[config.mk]
export PLATFORM = sky130hd
export DESIGN_NAME = down_counter_timer
export DESIGN_NICKNAME = d
export VERILOG_FILES = /design/src/rtl/down_counter_timer.sv
export SDC_FILE = /design/constraint.sdc
export NUM_CORES = 1
export LEC_CHECK = 0
export CORE_MARGIN = 3
export CORE_UTILIZATION = 50
export DETAILED_ROUTE_END_ITERATION = 8
export PLACE_DENSITY_LB_ADDON = 0.12
export SYNTH_ARGS = -nofsm -noshare
export SYNTH_HDL_FRONTEND = slang
export SYNTH_SLANG_ARGS = --single-unit
[constraint.sdc]
create_clock -name clk_i -period 2.7 [get_ports clk_i]
set_input_delay 0.405 -clock clk_i [delete_from_list [all_inputs] [get_ports clk_i]]
set_output_delay 0.405 -clock clk_i [all_outputs]
set_load 0.01 [all_outputs]
[src/rtl/down_counter_timer.sv]
// Loadable down-counter/timer with one-shot done handshake or periodic auto-reload.
// Define DOWN_COUNTER_PRESCALE_EN to divide enabled edges by PRESCALE before each decrement.
module down_counter_timer #(
    parameter int WIDTH    = 8,
    parameter int PRESCALE = 4
) (
    input  logic             clk_i,
    input  logic             rst_ni,
    input  logic             load_i,
    input  logic [WIDTH-1:0] load_val_i,
    input  logic             en_i,
    input  logic             auto_reload_i,
    input  logic             ack_i,
    output logic [WIDTH-1:0] count_o,
    output logic             tc_o,
    output logic             busy_o,
    output logic             done_o
);

    typedef enum logic [1:0] {
        IDLE = 2'd0,
        RUN  = 2'd1,
        DONE = 2'd2
    } state_t;

    state_t           state_q, state_d;
    logic [WIDTH-1:0] count_q, count_d;
    logic [WIDTH-1:0] reload_q, reload_d;
    logic             tc_q, tc_d;
    logic             step;

`ifdef DOWN_COUNTER_PRESCALE_EN
    localparam int PS_W = $clog2(PRESCALE);
    logic [PS_W-1:0] ps_q, ps_d;
    assign step = (ps_q == PS_W'(PRESCALE - 1));
`else
    logic unused_prescale;
    assign unused_prescale = |PRESCALE;
    assign step = 1'b1;
`endif

    always_comb begin
        state_d  = state_q;
        count_d  = count_q;
        reload_d = reload_q;
        tc_d     = 1'b0;
`ifdef DOWN_COUNTER_PRESCALE_EN
        ps_d     = ps_q;
`endif
        // Load overrides everything, including a coincident terminal edge or ack.
        if (load_i) begin
            count_d  = load_val_i;
            reload_d = load_val_i;
            state_d  = (load_val_i != '0) ? RUN : IDLE;
`ifdef DOWN_COUNTER_PRESCALE_EN
            ps_d     = '0;
`endif
        end else begin
            case (state_q)
                RUN: begin
                    if (en_i) begin
`ifdef DOWN_COUNTER_PRESCALE_EN
                        ps_d = step ? '0 : ps_q + PS_W'(1);
`endif
                        if (step) begin
                            if (count_q == WIDTH'(1)) begin
                                tc_d = 1'b1;
                                if (auto_reload_i) begin
                                    count_d = reload_q;
                                end else begin
                                    count_d = '0;
                                    state_d = DONE;
                                end
                            end else if (count_q != '0) begin
                                count_d = count_q - WIDTH'(1);
                            end
                        end
                    end
                end
                DONE: begin
                    count_d = '0;
                    if (ack_i) begin
                        state_d = IDLE;
                    end
                end
                default: begin
                    state_d = IDLE;
                end
            endcase
        end
    end

    // All state moves on the falling edge; outputs are registered from next-state.
    always_ff @(negedge clk_i or negedge rst_ni) begin
        if (!rst_ni) begin
            state_q  <= IDLE;
            count_q  <= '0;
            reload_q <= '0;
            tc_q     <= 1'b0;
            busy_o   <= 1'b0;
            done_o   <= 1'b0;
`ifdef DOWN_COUNTER_PRESCALE_EN
            ps_q     <= '0;
`endif
        end else begin
            state_q  <= state_d;
            count_q  <= count_d;
            reload_q <= reload_d;
            tc_q     <= tc_d;
            busy_o   <= (state_d == RUN);
            done_o   <= (state_d == DONE);
`ifdef DOWN_COUNTER_PRESCALE_EN
            ps_q     <= ps_d;
`endif
        end
    end

    assign count_o = count_q;
    assign tc_o    = tc_q;

endmodule
# Yosys cells after proc, flatten, opt, wreduce, memory -nomap -nowiden

Cells that the tools add are included.

Register bits: 21
Bits in latches: 0
Bits in writable memories: 0
ROM bits: 0
Output and inout port bits: 11
Logic and storage cells: 35
Memories: 0

$add $sub $neg: 1
Multipliers: 0
Div/mod/pow operators: 0
Order comparisons: 0
Eq/ne operators: 7
Shift-type cells: 0
Mux-type cells: 17
Bitwise logic cells: 0
Reductions and logical operators: 4

Operator list:

| operator                                                           | count |
|---|---|
| 8-bit 2-to-1 mux                                                   | 5 |
| 8-bit one-hot mux with 2 select lines                              | 1 |
| 8-bit nonzero test                                                 | 2 |
| 2-bit 2-to-1 mux                                                   | 5 |
| 8-bit by 1-bit == test with 1-bit output, second input constant    | 1 |
| 8-bit by 1-bit subtractor with 8-bit output, second input constant | 1 |
| 1-bit 2-to-1 mux                                                   | 5 |
| 2-bit by 1-bit == test with 1-bit output, second input constant    | 2 |
| 2-bit == test, second input constant                               | 2 |
| 4-bit inequality test, second input constant                       | 1 |
| 2-bit one-hot mux with 2 select lines                              | 1 |
| 3-bit inequality test, second input constant                       | 1 |
| 3-bit AND reduction                                                | 1 |
| 3-bit nonzero test                                                 | 1 |

# Longest topological paths before layout

Gate-level depths: netlist of the first run.

Word-level depth: 6
Gate-level depth with buffers: 8
Depth with buffers taken out: 7

==> results of run 1 <==
-- repair_timing --
action,4_1_cts,5_1_grt
endpoints found under the hold margin,0,0
gates resized for setup,66,7
pin swaps,10,1
endpoints found under the setup margin,27,13
buffers inserted,1,2
gates cloned,1,0
-- cell type report --
class	instances	area (um^2)	share of cell area
flip-flops and latches	21	525.5	0.2975
repair buffers	59	432.9	0.2450
inverters	12	45.04	0.02550
well taps	28	35.03	0.01983
clock buffers	4	26.28	0.01487
multi-input cells	97	701.9	0.3973
-- cells in the mapped netlist (all sizes together), types with 2 or more instances --
| cell | count | area [um^2] |
|---|---|---|
| mux2 | 3 | 33.78 |
| nand2 | 14 | 52.55 |
| ha | 4 | 50.05 |
| o21a | 2 | 15.01 |
| nand2b | 2 | 12.51 |
| and2 | 2 | 12.51 |
| or4 | 3 | 26.27 |
| nor2 | 10 | 37.54 |
| o21ai | 14 | 70.07 |
| a31oi | 5 | 31.28 |
| a21oi | 5 | 25.02 |
| inv | 12 | 45.04 |
| buf | 2 | 16.26 |
| and3 | 4 | 25.02 |
| nand4 | 2 | 12.51 |
| nor3 | 5 | 30.03 |
| dfrtn | 21 | 525.5 |
| nand4b | 2 | 17.52 |
| o2bb2ai | 2 | 17.52 |
| clkbuf | 4 | 15.01 |
-- per-stage QoR --
| stage | worst slack [ns] | total power [mW] |
|---|---|---|
| floorplan | -0.05659 | 0.5362 |
| global placement | -0.5827 | 0.6881 |
| detailed placement | -0.6119 | 0.6971 |
| CTS | -0.0008389 | 0.8423 |
| global route | 0.02570 | 0.8920 |
| finish | 0.05796 | 0.8448 |
-- registers in the layout (all words and copies together), names as in the netlist --
signal / flops
busy_o: 1
count_o: 8
done_o: 1
reload_q: 8
state_q: 2
tc_o: 1
-- metal layers --
metal / GRT usage / share of wire / wire [um] / vias to the layer above
met1: 0.3378 / 0.40 / 1503 / 628
li1: - / - / - / 603
met2: 0.4223 / 0.48 / 1783 / 77
met5: 0 / 0 / 0 / -
met4: 0.09028 / 0.031 / 116 / 0
met3: 0.04439 / 0.084 / 311 / 16
-- report_power, final --
group,total (mW),switching (mW),internal [mW]
Sequential,0.374,0.0198,0.354
Combinational,0.315,0.168,0.147
Clock,0.156,0.0988,0.0576
Total,0.845,0.287,0.558
-- cell families after synthesis --
logic type,Yosys count
AOI/OAI and AO/OA,39
xor gates and xnor gates,1
adders and majority gates,4
buffers and inverters,18
DFF,21
muxes,3
and+or+nand+nor,49
-- worst min path at each step --
stage | slack [ns] | cells after the start | from | endpoint
final | 0.48 | 1 | reload_q[3] | reload_q[3]
after global routing | 0.50 | 1 | reload_q[3] | reload_q[3]
after CTS | 0.47 | 1 | reload_q[3] | reload_q[3]
after detailed placement | 0.47 | 1 | reload_q[3] | reload_q[3]
after global placement | 0.45 | 1 | reload_q[4] | reload_q[4]
after floorplan | 0.44 | 1 | reload_q[4] | reload_q[4]
==> results_dict.tcl, run 1 <==
set metrics [dict create \
    run_status "finished clean" \
    dr.first_iter.drc_count 86 \
    r2r_setup_slack_ns 0.33 \
    detailed_place.area_um2 1703 \
    largest_net_degree_at_the_start_of_global_routing 22 \
    ir_worst_vdd_mv 0.3644 \
    finalClockSkew_ns 0.004008 \
    synth.avg_cell_area_um2 9.009 \
    final_gp_congestion 0.9841 \
    final_util 0.7836 \
    drt_first_pass_iters 5 \
    number_of_global_route_vias_before_repair 1289 \
    tritoncts "yes" \
    synthSimpleGateAreaFrac 0.2171 \
    hold_viol 0 \
    detail_route.wirelength_mm 3.716 \
    crit_cells 4 \
    avgViaCountPerCell 5.991 \
    synth_edf_count 0 \
    share_of_final_layout_standard_cells_stronger_than_drive_strength_1 0.3472 \
    grt_pass1_wl_mm 6.299 \
    cellPowerDensity_nw_per_um2 478.2 \
    critical_path.cell_chain "dlygate4sd2_1 -> or4_4 -> o21ai_4 -> a21oi_1" \
    ys_dominant_reg_cell "sky130_fd_sc_hd__dfrtn_1" \
    die_h_um 55.32 \
    path_max_fanout 3 \
    antenna_found_initial 0 \
    slew_violations 0 \
    die_width_um 55.32 \
    gr-usage-all-layers 0.2564 \
    io-pin-count 25 \
    placement_rows 17 \
    root_buffer "sky130_fd_sc_hd__clkbuf_4" \
    cts_max_path_buffers 2 \
    instances_no_fill 221 \
    compound_cell_area_share_of_the_yosys_netlist 0.2119 \
    nets_in_the_synthesized_netlist 153 \
    setup-violations-final 0 \
    num_vias 1324 \
    synthDistinctLibCells 40 \
    area_growth_syn_to_layout_pct 45.27 \
    ctsHoldBuffers 0 \
    power_leakage_nw 0.8431 \
    worst_ep_required_time_ns 1.51 \
    synthXorXnorAreaFrac 0.007202 \
    port_buffers 24 \
    cts.sink_count 21 \
    worstMarginPinSlew_ns 0.4524 \
    worst_path_max_delay_cell "sky130_fd_sc_hd__or4_4" \
    place_inst 213 \
    final.setup.tns_ns 0 \
    synth_mux_area_frac 0.02778 \
    route.detailed.drc 0 \
    timing.slew.headroom 0.6961 \
    number_of_instances_in_the_synthesized_netlist 135 \
    worst_r2r_startpoint "count_o[1]" \
    min-delay-path-class "flop to flop" \
    critical_path_arrival_ns 1.45 \
    clk_pin_slew_ns 0.08 \
    initial_core_util 0.5394 \
    startpoint_class_of_the_critical_path "input port" \
    hold_slack_ns 0.4766 \
    dpl.hpwl_mm 2.613 \
    timing.critical_path.slowest_cell_delay_ns 0.55 \
    cp-endpoint "busy_o" \
    postLayoutCellArea_um2 1767 \
    timing.critical_path.max_delay_family "simple AND/OR/NAND/NOR gates" \
    ys_seq_elements 21 \
    element_type_at_the_critical_path_end "flop" \
    most-common-layout-cells "35 x sky130_fd_sc_hd__buf_4, 21 x sky130_fd_sc_hd__dfrtn_1, 14 x sky130_fd_sc_hd__nand2_1, 12 x sky130_fd_sc_hd__inv_1, 11 x sky130_fd_sc_hd__o21ai_0" \
    mostFrequentLayoutCell "sky130_fd_sc_hd__buf_4" \
    synth-seq-area-share 0.4321 \
    yosys_warnings 0 \
    diodes 0 \
    main_combinational_cell_family_by_area_after_synthesis "simple AND/OR/NAND/NOR gates" \
    latest_clock_arrival_within_the_worst_skew_pair_ns 0.30 \
    clock_tree.htree_level_count 1 \
    cts-buffers-inserted 3 \
    path_buf_inv 1 \
    synth-async-reset-ratio 1.000 \
    synthesized_area_fraction_occupied_by_adder_cells 0.04115 \
    route.detailed.wl_per_inst_um 16.81 \
    cp-startpoint "load_val_i[0]" \
    grt_setup_unrepaired "no" \
    nFillCells 162 \
    postRouteAntennaNets 0 \
    fp.coreArea_um2 2255 \
    syn_area_um2 1216 \
    dieArea_um2 3060 \
    timing_worst_setup_path_type "input port to flop" \
    number_of_cells_on_the_worst_reg_to_reg_path 8 \
    max_cap_viol_count 0 \
    nets 212 \
    regToRegEndpoint "count_o[4]" \
    grt_overflow_total 0 \
]
Note: power is estimated with default switching activity, not from simulation.
==> run 2: changes to the inputs <==
--- a/config.mk
+++ b/config.mk
@@ -12,3 +12,4 @@
 export SYNTH_ARGS = -nofsm -noshare
 export SYNTH_HDL_FRONTEND = slang
 export SYNTH_SLANG_ARGS = --single-unit
+export TNS_END_PERCENT = 5
==> results_dict.tcl, run 2 (synthesis gave the netlist of run 1 again) <==
set metrics [dict create \
    dpl.hpwl_mm 2.421 \
    min-delay-path-class "flop to flop" \
    max_cap_viol_count 0 \
    dieArea_um2 3060 \
    root_buffer "sky130_fd_sc_hd__clkbuf_4" \
    finalClockSkew_ns 0.007246 \
    power.switching_mw 0.2756 \
    placement_rows 17 \
    post-layout-total-power_mw 0.8273 \
    path_max_fanout 7 \
    element_type_at_the_critical_path_end "flop" \
    postRouteAntennaNets 0 \
    mostFrequentLayoutCell "sky130_fd_sc_hd__buf_4" \
    tritoncts "yes" \
    regToRegEndpoint "count_o[4]" \
    nets 201 \
    gr-usage-all-layers 0.2156 \
    instances_no_fill 210 \
    hold_viol 0 \
    fin_ws_ns 0.03802 \
    largest_net_degree_at_the_start_of_global_routing 22 \
    power.combinational.fraction 0.357 \
    placement.setup.worst_slack_ns -0.6145 \
    clk_pin_slew_ns 0.09 \
    ctsHoldBuffers 0 \
    power.switching_fraction 0.3331 \
    final_gp_congestion 0.9179 \
    ir_worst_vdd_mv 0.3496 \
    grt_setup_unrepaired "no" \
    power_leakage_nw 0.8427 \
    cts_max_path_buffers 2 \
    clock_tree.htree_level_count 1 \
    latest_clock_arrival_within_the_worst_skew_pair_ns 0.30 \
    cp-endpoint "count_o[1]" \
    cellPowerDensity_nw_per_um2 486.9 \
    grt_overflow_total 0 \
    postLayoutCellArea_um2 1699 \
    final.setup.tns_ns 0 \
    fp.coreArea_um2 2255 \
    worst_ep_required_time_ns 1.50 \
    grt_pass1_wl_mm 5.340 \
    cts.sink_count 21 \
    worst_r2r_startpoint "count_o[1]" \
    slew_violations 0 \
    detail_route.wirelength_mm 3.204 \
    run_status "finished clean" \
    io-pin-count 25 \
    final_util 0.7536 \
    drt_first_pass_iters 4 \
    cp-startpoint "en_i" \
    power.share.sequential 0.451 \
    most-common-layout-cells "24 x sky130_fd_sc_hd__buf_4, 21 x sky130_fd_sc_hd__dfrtn_1, 13 x sky130_fd_sc_hd__nand2_1, 13 x sky130_fd_sc_hd__o21ai_0, 12 x sky130_fd_sc_hd__inv_1" \
    min_from "reload_q[3]" \
    worstMarginPinSlew_ns 0.3866 \
    initial_core_util 0.5394 \
    area_growth_syn_to_layout_pct 39.71 \
    cts-buffers-inserted 3 \
    port_buffers 24 \
    r2r_setup_slack_ns 0.38 \
    nFillCells 171 \
    number_of_global_route_vias_before_repair 1153 \
    clock_power_share 0.192 \
    diodes 0 \
    num_vias 1194 \
    number_of_cells_on_the_worst_reg_to_reg_path 8 \
    place_inst 205 \
    timing.slew.headroom 0.7403 \
    route.detailed.wl_per_inst_um 15.26 \
    share_of_final_layout_standard_cells_stronger_than_drive_strength_1 0.3187 \
    critical_path_arrival_ns 1.46 \
    startpoint_class_of_the_critical_path "input port" \
    dr.first_iter.drc_count 64 \
    setup-violations-final 0 \
    avgViaCountPerCell 5.686 \
    timing_worst_setup_path_type "input port to flop" \
    route.detailed.drc 0 \
    cellInternalPower_mw 0.5517 \
    die_width_um 55.32 \
    antenna_found_initial 0 \
    die_h_um 55.32 \
    detailed_place.area_um2 1640 \
    hold_slack_ns 0.4586 \
]
run 2: final cells by class:
class / instances / area (um^2) / area share
multi-input cells: 96 / 676.9 / 0.3984
flip-flops and latches: 21 / 525.5 / 0.3093
repair buffers: 49 / 390.4 / 0.2297
inverters: 12 / 45.04 / 0.02651
well taps: 28 / 35.03 / 0.02062
clock buffers: 4 / 26.28 / 0.01546
run 2: worst min-delay path by stage:
stage,depth (start not counted),endpoint
floorplan,1,reload_q[4]
global placement,1,reload_q[4]
detailed placement,1,reload_q[3]
CTS,1,reload_q[3]
global route,1,reload_q[4]
finish,1,reload_q[3]
run 2: critical path: stages:
cell and delay [ns]:
sky130_fd_sc_hd__clkdlybuf4s15_1 0.18, sky130_fd_sc_hd__and2_1 0.14, sky130_fd_sc_hd__a211o_1 0.32, sky130_fd_sc_hd__o21a_4 0.17
sky130_fd_sc_hd__buf_6 0.13, sky130_fd_sc_hd__nor2_2 0.07, sky130_fd_sc_hd__a31oi_1 0.05
run 2: routing by layer:
metal  global-route usage  up-vias  share of wire
met5                    0        -              0
met4              0.08333        0          0.016
li1                     -      588              -
met3              0.03972        6          0.057
met2               0.3378       44           0.47
met1               0.2946      556           0.46
run 2: power by group through the flow:
stage,logic (mW),clock network (mW),registers (mW)
5_1_grt,0.327,0.174,0.378
6_report,0.295,0.159,0.373
4_1_cts,0.289,0.155,0.374
2_1_floorplan,0.129,0,0.404
3_5_place_dp,0.305,0,0.380
3_3_place_gp,0.301,0,0.377
run 2: timing repair:
item,in CTS,in global routing
endpoints found under the setup margin,27,15
pin swaps,3,7
gates cloned,0,0
buffers inserted,0,1
gates resized for setup,44,30
